**src/rtl/cpu_sequencer.sv**
```systemverilog
// Multi-cycle fetch/decode/issue/resolve sequencer for the 9-bit CPU.
// Optional single-step support is enabled with `define SEQ_STEP_EN.
module cpu_sequencer #(
   parameter int PC_W       = 10,
   parameter int EX_TIMEOUT = 255
) (
   input  logic            clk,
   input  logic            rst_n,
   input  logic            start,
   output logic            ins_req,
   input  logic            ins_ack,
   input  logic [8:0]      ins_data,
   output logic [PC_W-1:0] pc,
   output logic            ex_valid,
   input  logic            ex_ready,
   output logic            ex_alu,
   output logic [4:0]      ex_rop,
   output logic [3:0]      ex_mth,
   output logic [3:0]      ex_reg,
   input  logic            cond_zero,
   input  logic [8:0]      tgt,
   output logic            done,
   output logic            err
`ifdef SEQ_STEP_EN
   ,
   input  logic            step_mode,
   input  logic            step,
   output logic            paused
`endif
);

   localparam logic [4:0] OP_JIZR = 5'd12;
   localparam logic [4:0] OP_JNZR = 5'd13;
   localparam logic [4:0] OP_BIZR = 5'd14;
   localparam logic [4:0] OP_BNZR = 5'd15;
   localparam logic [4:0] OP_FUNC = 5'd23;
   localparam logic [4:0] OP_LJP0 = 5'd24;
   localparam logic [4:0] OP_LJP1 = 5'd25;
   localparam logic [4:0] OP_LJP2 = 5'd26;
   localparam logic [4:0] OP_LJP3 = 5'd27;
   localparam logic [7:0] TMO     = 8'(EX_TIMEOUT);

   typedef enum logic [2:0] {
      S_IDLE, S_FETCH, S_DECODE, S_ISSUE, S_RESOLVE, S_HALT, S_ERR, S_PAUSE
   } state_t;

   state_t          state, nxt;
   logic [8:0]      ins;
   logic [7:0]      cnt;
   logic            cz_q;
   logic [8:0]      tgt_q;
   logic [PC_W-1:0] pc_nxt;
   logic [4:0]      op;
   logic            is_alu, illegal, is_halt;

   assign op      = ins[8:4];
   assign is_alu  = (op < 5'd4);
   assign is_halt = (op == OP_FUNC) && (ins[1:0] == 2'b11);

   always_comb begin
      case (op)
         5'd7, 5'd8, 5'd9, 5'd16, 5'd18, 5'd19,
         5'd28, 5'd29, 5'd30, 5'd31: illegal = 1'b1;
         default:                    illegal = 1'b0;
      endcase
   end

   always_ff @(posedge clk or negedge rst_n) begin
      if (!rst_n) state <= S_IDLE;
      else        state <= nxt;
   end

   always_comb begin
      nxt      = state;
      ins_req  = 1'b0;
      ex_valid = 1'b0;
      done     = 1'b0;
      err      = 1'b0;
`ifdef SEQ_STEP_EN
      paused   = 1'b0;
`endif
      case (state)
         S_IDLE:   if (start) nxt = S_FETCH;
         S_FETCH: begin
            ins_req = 1'b1;
            if (ins_ack) nxt = S_DECODE;
         end
         S_DECODE: begin
            if (illegal)      nxt = S_ERR;
            else if (is_halt) nxt = S_HALT;
            else              nxt = S_ISSUE;
         end
         S_ISSUE: begin
            ex_valid = 1'b1;
            // completion takes priority over a timeout in the same cycle
            if (ex_ready)         nxt = S_RESOLVE;
            else if (cnt == TMO)  nxt = S_ERR;
         end
         S_RESOLVE: begin
`ifdef SEQ_STEP_EN
            nxt = step_mode ? S_PAUSE : S_FETCH;
`else
            nxt = S_FETCH;
`endif
         end
         S_HALT: begin
            done = 1'b1;
            if (start) nxt = S_FETCH;
         end
         S_ERR: begin
            err = 1'b1;
            if (start) nxt = S_FETCH;
         end
`ifdef SEQ_STEP_EN
         S_PAUSE: begin
            paused = 1'b1;
            if (step || !step_mode) nxt = S_FETCH;
         end
`endif
         default:  nxt = S_IDLE;
      endcase
   end

   // Branch offsets are relative to the branch's own address, which pc still holds here.
   always_comb begin
      pc_nxt = pc + PC_W'(1);
      case (ex_rop)
         OP_JIZR: if (cz_q)  pc_nxt = PC_W'(tgt_q);
         OP_JNZR: if (!cz_q) pc_nxt = PC_W'(tgt_q);
         OP_BIZR: if (cz_q)  pc_nxt = pc + PC_W'($signed(tgt_q));
         OP_BNZR: if (!cz_q) pc_nxt = pc + PC_W'($signed(tgt_q));
         OP_LJP0, OP_LJP1, OP_LJP2, OP_LJP3:
                  pc_nxt = PC_W'({ex_rop[1:0], tgt_q[7:0]});
         default: ;
      endcase
   end

   always_ff @(posedge clk or negedge rst_n) begin
      if (!rst_n) begin
         pc     <= '0;
         ins    <= '0;
         ex_alu <= 1'b0;
         ex_rop <= '0;
         ex_mth <= '0;
         ex_reg <= '0;
         cnt    <= '0;
         cz_q   <= 1'b0;
         tgt_q  <= '0;
      end else begin
         case (state)
            S_IDLE, S_HALT, S_ERR: if (start) pc <= '0;
            S_FETCH:  if (ins_ack) ins <= ins_data;
            S_DECODE: begin
               ex_alu <= is_alu;
               ex_rop <= op;
               ex_mth <= is_alu ? ins[5:2] : 4'h0;
               ex_reg <= is_alu ? {2'b00, ins[1:0]} : ins[3:0];
               cnt    <= 8'd1;
            end
            S_ISSUE: begin
               if (ex_ready) begin
                  cz_q  <= cond_zero;
                  tgt_q <= tgt;
               end else begin
                  cnt <= cnt + 8'd1;
               end
            end
            S_RESOLVE: pc <= pc_nxt;
            default: ;
         endcase
      end
   end

endmodule

```
**config.mk**
```make
export PLATFORM = sky130hd
export DESIGN_NAME = cpu_sequencer
export DESIGN_NICKNAME = d
export VERILOG_FILES = /design/src/rtl/cpu_sequencer.sv
export SDC_FILE = /design/constraint.sdc
export NUM_CORES = 1
export LEC_CHECK = 0
export CAP_MARGIN = 20
export CORE_ASPECT_RATIO = 0.8
export CORE_MARGIN = 2
export CORE_UTILIZATION = 55
export CTS_BUF_LIST = sky130_fd_sc_hd__clkbuf_4
export CTS_CLUSTER_SIZE = 24
export DETAILED_ROUTE_END_ITERATION = 16
export GPL_ROUTABILITY_DRIVEN = 0
export PLACE_DENSITY_LB_ADDON = 0.12
export SETUP_SLACK_MARGIN = 0.3
export SYNTH_ARGS = -nofsm -noshare
export SYNTH_HDL_FRONTEND = slang
export SYNTH_SLANG_ARGS = --single-unit
```
**constraint.sdc**
```tcl
create_clock -name clk -period 5.9 [get_ports clk]
set_input_delay 0.59 -clock clk [delete_from_list [all_inputs] [get_ports clk]]
set_output_delay 0.59 -clock clk [all_outputs]
set_load 0.01 [all_outputs]
```
## Word-level counts from Yosys, hierarchy flattened

Memory sizes are Yosys's and may differ from the RTL's.
Cells that the tools add are included.

| operators by class | value |
|---|---|
| add/subtract/negate cells | 3 |
| order comparisons | 1 |
| equality and inequality tests | 21 |
| multiplexer cells | 22 |
| reductions and logical operators | 11 |

Operator list:

| operator | count |
|---|---|
| $mux W10 | 5 |
| $pmux W10 S5 | 1 |
| $eq A5 B5 Y1 const B | 5 |
| $eq A5 B4 Y1 const B | 4 |
| $pmux W10 S2 | 1 |
| $mux W3 | 6 |
| $pmux W8 S2 | 1 |
| $pmux W3 S5 | 1 |
| $add A10 B1 Y10 const B | 1 |
| $add A10 B10 Y10 | 1 |
| $eq A3 B3 Y1 const B | 3 |
| $add A8 B1 Y8 const B | 1 |
| $eq A8 B8 Y1 const B | 1 |
| $mux W4 | 2 |
| $mux W8 | 1 |
| $reduce_and A2 Y1 | 4 |
| $eq A3 B2 Y1 const B | 2 |
| $lt A5 B3 Y1 const B | 1 |
| $mux W1 | 4 |
| $ne A2 B2 Y1 const B | 2 |
| $reduce_bool A2 Y1 | 2 |
| $reduce_or A4 Y1 | 1 |
| $eq A3 B1 Y1 const B | 1 |
| $logic_not A3 Y1 | 1 |
| 6 further kinds | 6 |

| word-level totals | value |
|---|---|
| flip-flop bits (word level) | 54 |
| ROM bits | 32 |
| bits of input ports | 24 |
| logic and storage cells | 69 |
| memories | 1 |

Memories:

| name | depth | width | read ports | clocked after memory_dff | wr ports | line | source |
|---|---|---|---|---|---|---|---|
| (no name shown) | 32 | 1 | 1 | 0 | 0 | 61 | `case (op)` |

## Depth between registers and ports, before layout

| logic depth | value |
|---|---|
| depth after elaboration | 5 |
| mapped depth | 9 |
| mapped depth without buffers | 9 |

## Worst setup path before layout

No wires, ideal clock.

| timing | value |
|---|---|
| path type | register to register |
| from | register pc[0] |
| to | register pc[6] |
| setup time | 0.126 ns |
| arrival | 2.301 ns |
| required time | 5.774 ns |
| path slack | 3.473 ns |
| cell stages (with the launch flop) | 10 |
| cell sequence | dfrtp_1 ha_1 inv_1 fa_1 nor2b_1 o21a_1 a311o_1 xor2_1 a221o_2 a221o_1 |

| on the way | value |
|---|---|
| cells in the longest elaborated chain, start to end | 4 |

RTL lines:

| what | line | source |
|---|---|---|
| start, declared | 13 | `output logic [PC_W-1:0] pc,` |
| start signal, assigned | 168 | `S_RESOLVE: pc <= pc_nxt;` |
| $add A10 B10 Y10 / $add A10 B1 Y10 (equally long branches) | 130, 131, 126 |  |
| $mux W10 (on tied branches) | -- |  |
| $pmux W10 S5 (*) | 127 | `case (ex_rop)` |
| $pmux W10 S2 (*) | 150 | `case (state)` |

Every way passes the cells marked *; elsewhere a longest branch is shown, timed or not.
A chain may end at the register's enable or synchronous reset.

## Final worst setup path

Same ends and word-level chain as after synthesis.

==> out/metrics.cfg <==
[critical_path]
crit_slowest_cell = dfrtp_1
crit_required_ns = 6.17
crit_family = compound AO/OA/AOI/OAI gates
startpoint_type = flip-flop
max_stage_delay_ns = 0.48
endpoint_kind = flip-flop
path_max_fanout = 7
cp_cell_sequence = ha_1 -> inv_1 -> fa_1 -> nor2b_1 -> o21a_1 -> a311o_1 -> xor2_1 -> a221o_2 -> a221o_1
path_class = reg -> reg
crit_buf_inv = 1
cp_data_arrival_time_ns = 2.85

[clock_network]
clkTransAtPathRegs_ns = 0.16
numCtsBuffers = 5
post_cts_resized = 0
cts_setup_buffers = 0
clkLatencyLatePin_ns = 0.37
clockBufferDepth = 2
cts_max_level = 2
cts_tree = built
hold_buffers = 0
cts_root_buffer = clkbuf_4
clock_sinks = 54

[timing]
fin_crit_ns = 2.58
grt_setup_unrepaired = false
tns_ns = 0
fin_skew_ns = 0.0134
fmax_mhz = 388
finalSetupViolations = 0
relSlewSlack_pct = 53.7
final-max-slew-violation-count = 0
finalCritPeriodShare_pct = 43.7
hold_viol_final = 0
worstMarginPinSlew_ns = 0.690

[synthesis]
synthesis.nets = 413
syn_area_per_cell_um2 = 9.06
synthArstFlopShare_pct = 100
synth_seq_cells = 54
synth-simple-area-share_pct = 20.8
yosysSeqAreaShare_pct = 39.6
synthAdderAreaFrac_pct = 4.62
synthXorXnorAreaFrac_pct = 4.87
synthFlopType = dfrtp_1
synth_compound_area_share_pct = 19.4
synth_area_mm2 = 0.00342
muxShareOfSynthArea_pct = 7.22
synth_warnings = 0
ys_types = 63
synth_edf_count = 0
synth_top_family_by_area = simple AND/OR/NAND/NOR gates
synthCells = 377

[final_layout]
multiInputGateArea_mm2 = 0.00194
antenna_cells = 0
fill_cells = 505
final_cell_mix = 57 x nand2_1, 54 x dfrtp_1, 50 x clkdlybuf4s50_1
final-seq-area_mm2 = 0.00135
layout_commonest_cell = nand2_1
largestRegisters = pc (10), ins (9), tgt_q (9)
fin_util_pct = 68.2
fin_nets = 459
largest_reg_flops = 10
largest_register = pc
syn_to_final_growth_pct = 18.6
final_layout_size_suffix_gt1_share_pct = 6.13

[placed_design]
port_buffers = 51
dp_hpwl_um = 6180

[grt]
grt_max_degree = 55
antenna_found_initial = 0
grt_pass1_wl_um = 14300
grt.overflow.total = 0
grt_pass1_vias = 2892
track_usage_pct = 26.5

[power_and_ir_drop]
sw_frac_of_total_pct = 44.2
clkPwrFrac_pct = 11.2
p_int_uw = 1060
powerDensity_mw_per_mm2 = 469
p_sw_uw = 839
combPwrFrac_pct = 49.6
vdd_drop_max_mv = 0.296
p_seq_share_pct = 39.2
leakage_uw = 0.00171

[floorplan]
fp-row-count = 25
die_w_um = 92.1
coreArea_mm2 = 0.00594
initial_utilization_pct = 57.5
die_h_um = 74.5
io_pins = 52
die-area_mm2 = 0.00686

[detailed_routing]
viasPerCell = 6.11
postRouteAntennaNets = 0
drt_wl_total_um = 8660
dr.pass1.iters = 5
drt_iter0_markers = 405
routedWlPerCell_um = 17.2
vias = 3084
drc = 0

[hold_path]
hp-class = in -> async

[status]
run_status = complete, no violations

[flow_run]
drv_cap = 0

[power groups by stage]
| stage | clock network (uW) | registers (uW) | logic (uW) |
|---|---|---|---|
| 4_1_cts | 217 | 734 | 936 |
| 6_report | 213 | 744 | 942 |
| 5_1_grt | 232 | 769 | 1030 |
| 3_5_place_dp | 0 | 741 | 928 |
| 3_3_place_gp | 0 | 731 | 904 |
| 2_1_floorplan | 0 | 660 | 671 |
[worst reg2reg max path: cells and delay by family, from the launching register on]
kind                     cells  cell delay (ns)
AO/OA/AOI/OAI                4             1.22
buffers and inverters        1             0.08
flip-flops                   1             0.48
XOR/XNOR                     1             0.17
AND/OR/NAND/NOR              1             0.05
adder cells (fa/ha/maj)      2             0.48
[area by class of cell]
| type | count | area share [%] |
|---|---|---|
| Timing Repair Buffer | 53 | 12.8 |
| Inverter | 15 | 1.39 |
| Multi-Input combinational cell | 294 | 47.9 |
| Tap cell | 81 | 2.50 |
| Sequential cell | 54 | 33.3 |
| Clock inverter | 3 | 1.05 |
| Clock buffer | 5 | 0.926 |
[cell families after synthesis]
logic type | Yosys count
buffers and inverters | 29
AND/OR/NAND/NOR | 146
XOR/XNOR | 19
flip-flops | 54
multiplexers | 22
adder cells (fa/ha/maj) | 12
AO/OA/AOI/OAI | 95
[synth_stat cells, types with 2 or more instances]
cell type,n,area share [%]
nand2_1,57,6.3
dfrtp_1,54,40
nor2_1,23,2.5
a21oi_1,14,2.1
inv_1,14,1.5
o21ai_0,14,2.1
mux2_2,12,4.0
ha_1,11,4.0
xor2_1,11,2.8
nor3_1,10,1.5
clkbuf_1,9,0.99
mux2_1,9,3.0
nand2b_1,9,1.6
nand3_1,9,1.3
a22o_1,8,2.1
nor2b_1,8,1.5
o21ai_1,8,1.2
xnor2_1,8,2.1
a21o_1,6,1.3
a31oi_1,6,1.1
o211ai_1,6,1.3
or3_1,6,1.1
a211oi_1,4,0.88
and2_1,4,0.73
nand4_1,4,0.73
a221oi_1,3,0.77
and3_1,3,0.55
nand3b_1,3,0.66
a221o_1,2,0.59
a222oi_1,2,0.59
a311oi_1,2,0.51
buf_4,2,0.44
nor3b_1,2,0.44
nor4_1,2,0.37
o2111ai_1,2,0.51
o21a_1,2,0.44
o31ai_1,2,0.44
[worst paths after layout]
kind	endpoint	cells past startpoint	from	slack (ns)
worst max register to register	pc[6]$_DFFE_PN0P_	9	pc[0]$_DFFE_PN0P_	3.32
worst max-delay path	pc[6]$_DFFE_PN0P_	9	pc[0]$_DFFE_PN0P_	3.32
worst min-delay path	cnt[0]$_DFFE_PN0P_	2	rst_n	0.31
max in group asynchronous	tgt_q[1]$_DFFE_PN0P_	2	rst_n	5.12
min in group clk	ex_reg[0]$_DFFE_PN0P_	2	ex_reg[0]$_DFFE_PN0P_	0.50
worst min register to register	ex_reg[0]$_DFFE_PN0P_	2	ex_reg[0]$_DFFE_PN0P_	0.50
[through the flow]
stage	instances	worst slack, ns	hold slack (ns)	total power [uW]	instance area, um^2
final	505	3.32	0.314	1900	4050
after global routing	505	3.20	0.355	2030	4050
after CTS	505	3.34	0.341	1890	4050
after detailed placement	497	3.37	0.471	1670	3970
after global placement	497	3.44	0.462	1640	3970
after floorplan	377	3.47	0.294	1330	3420
[routing by layer]
layer  track usage (%)  vias to the layer above  routed length, um
met5                 0                        -                  0
met4              7.30                        0                 83
met3              5.67                       12                804
met2              40.2                      153               3780
met1              38.9                     1467               4000
li1                  -                     1452                  -
(Power assumes the default switching activity.)
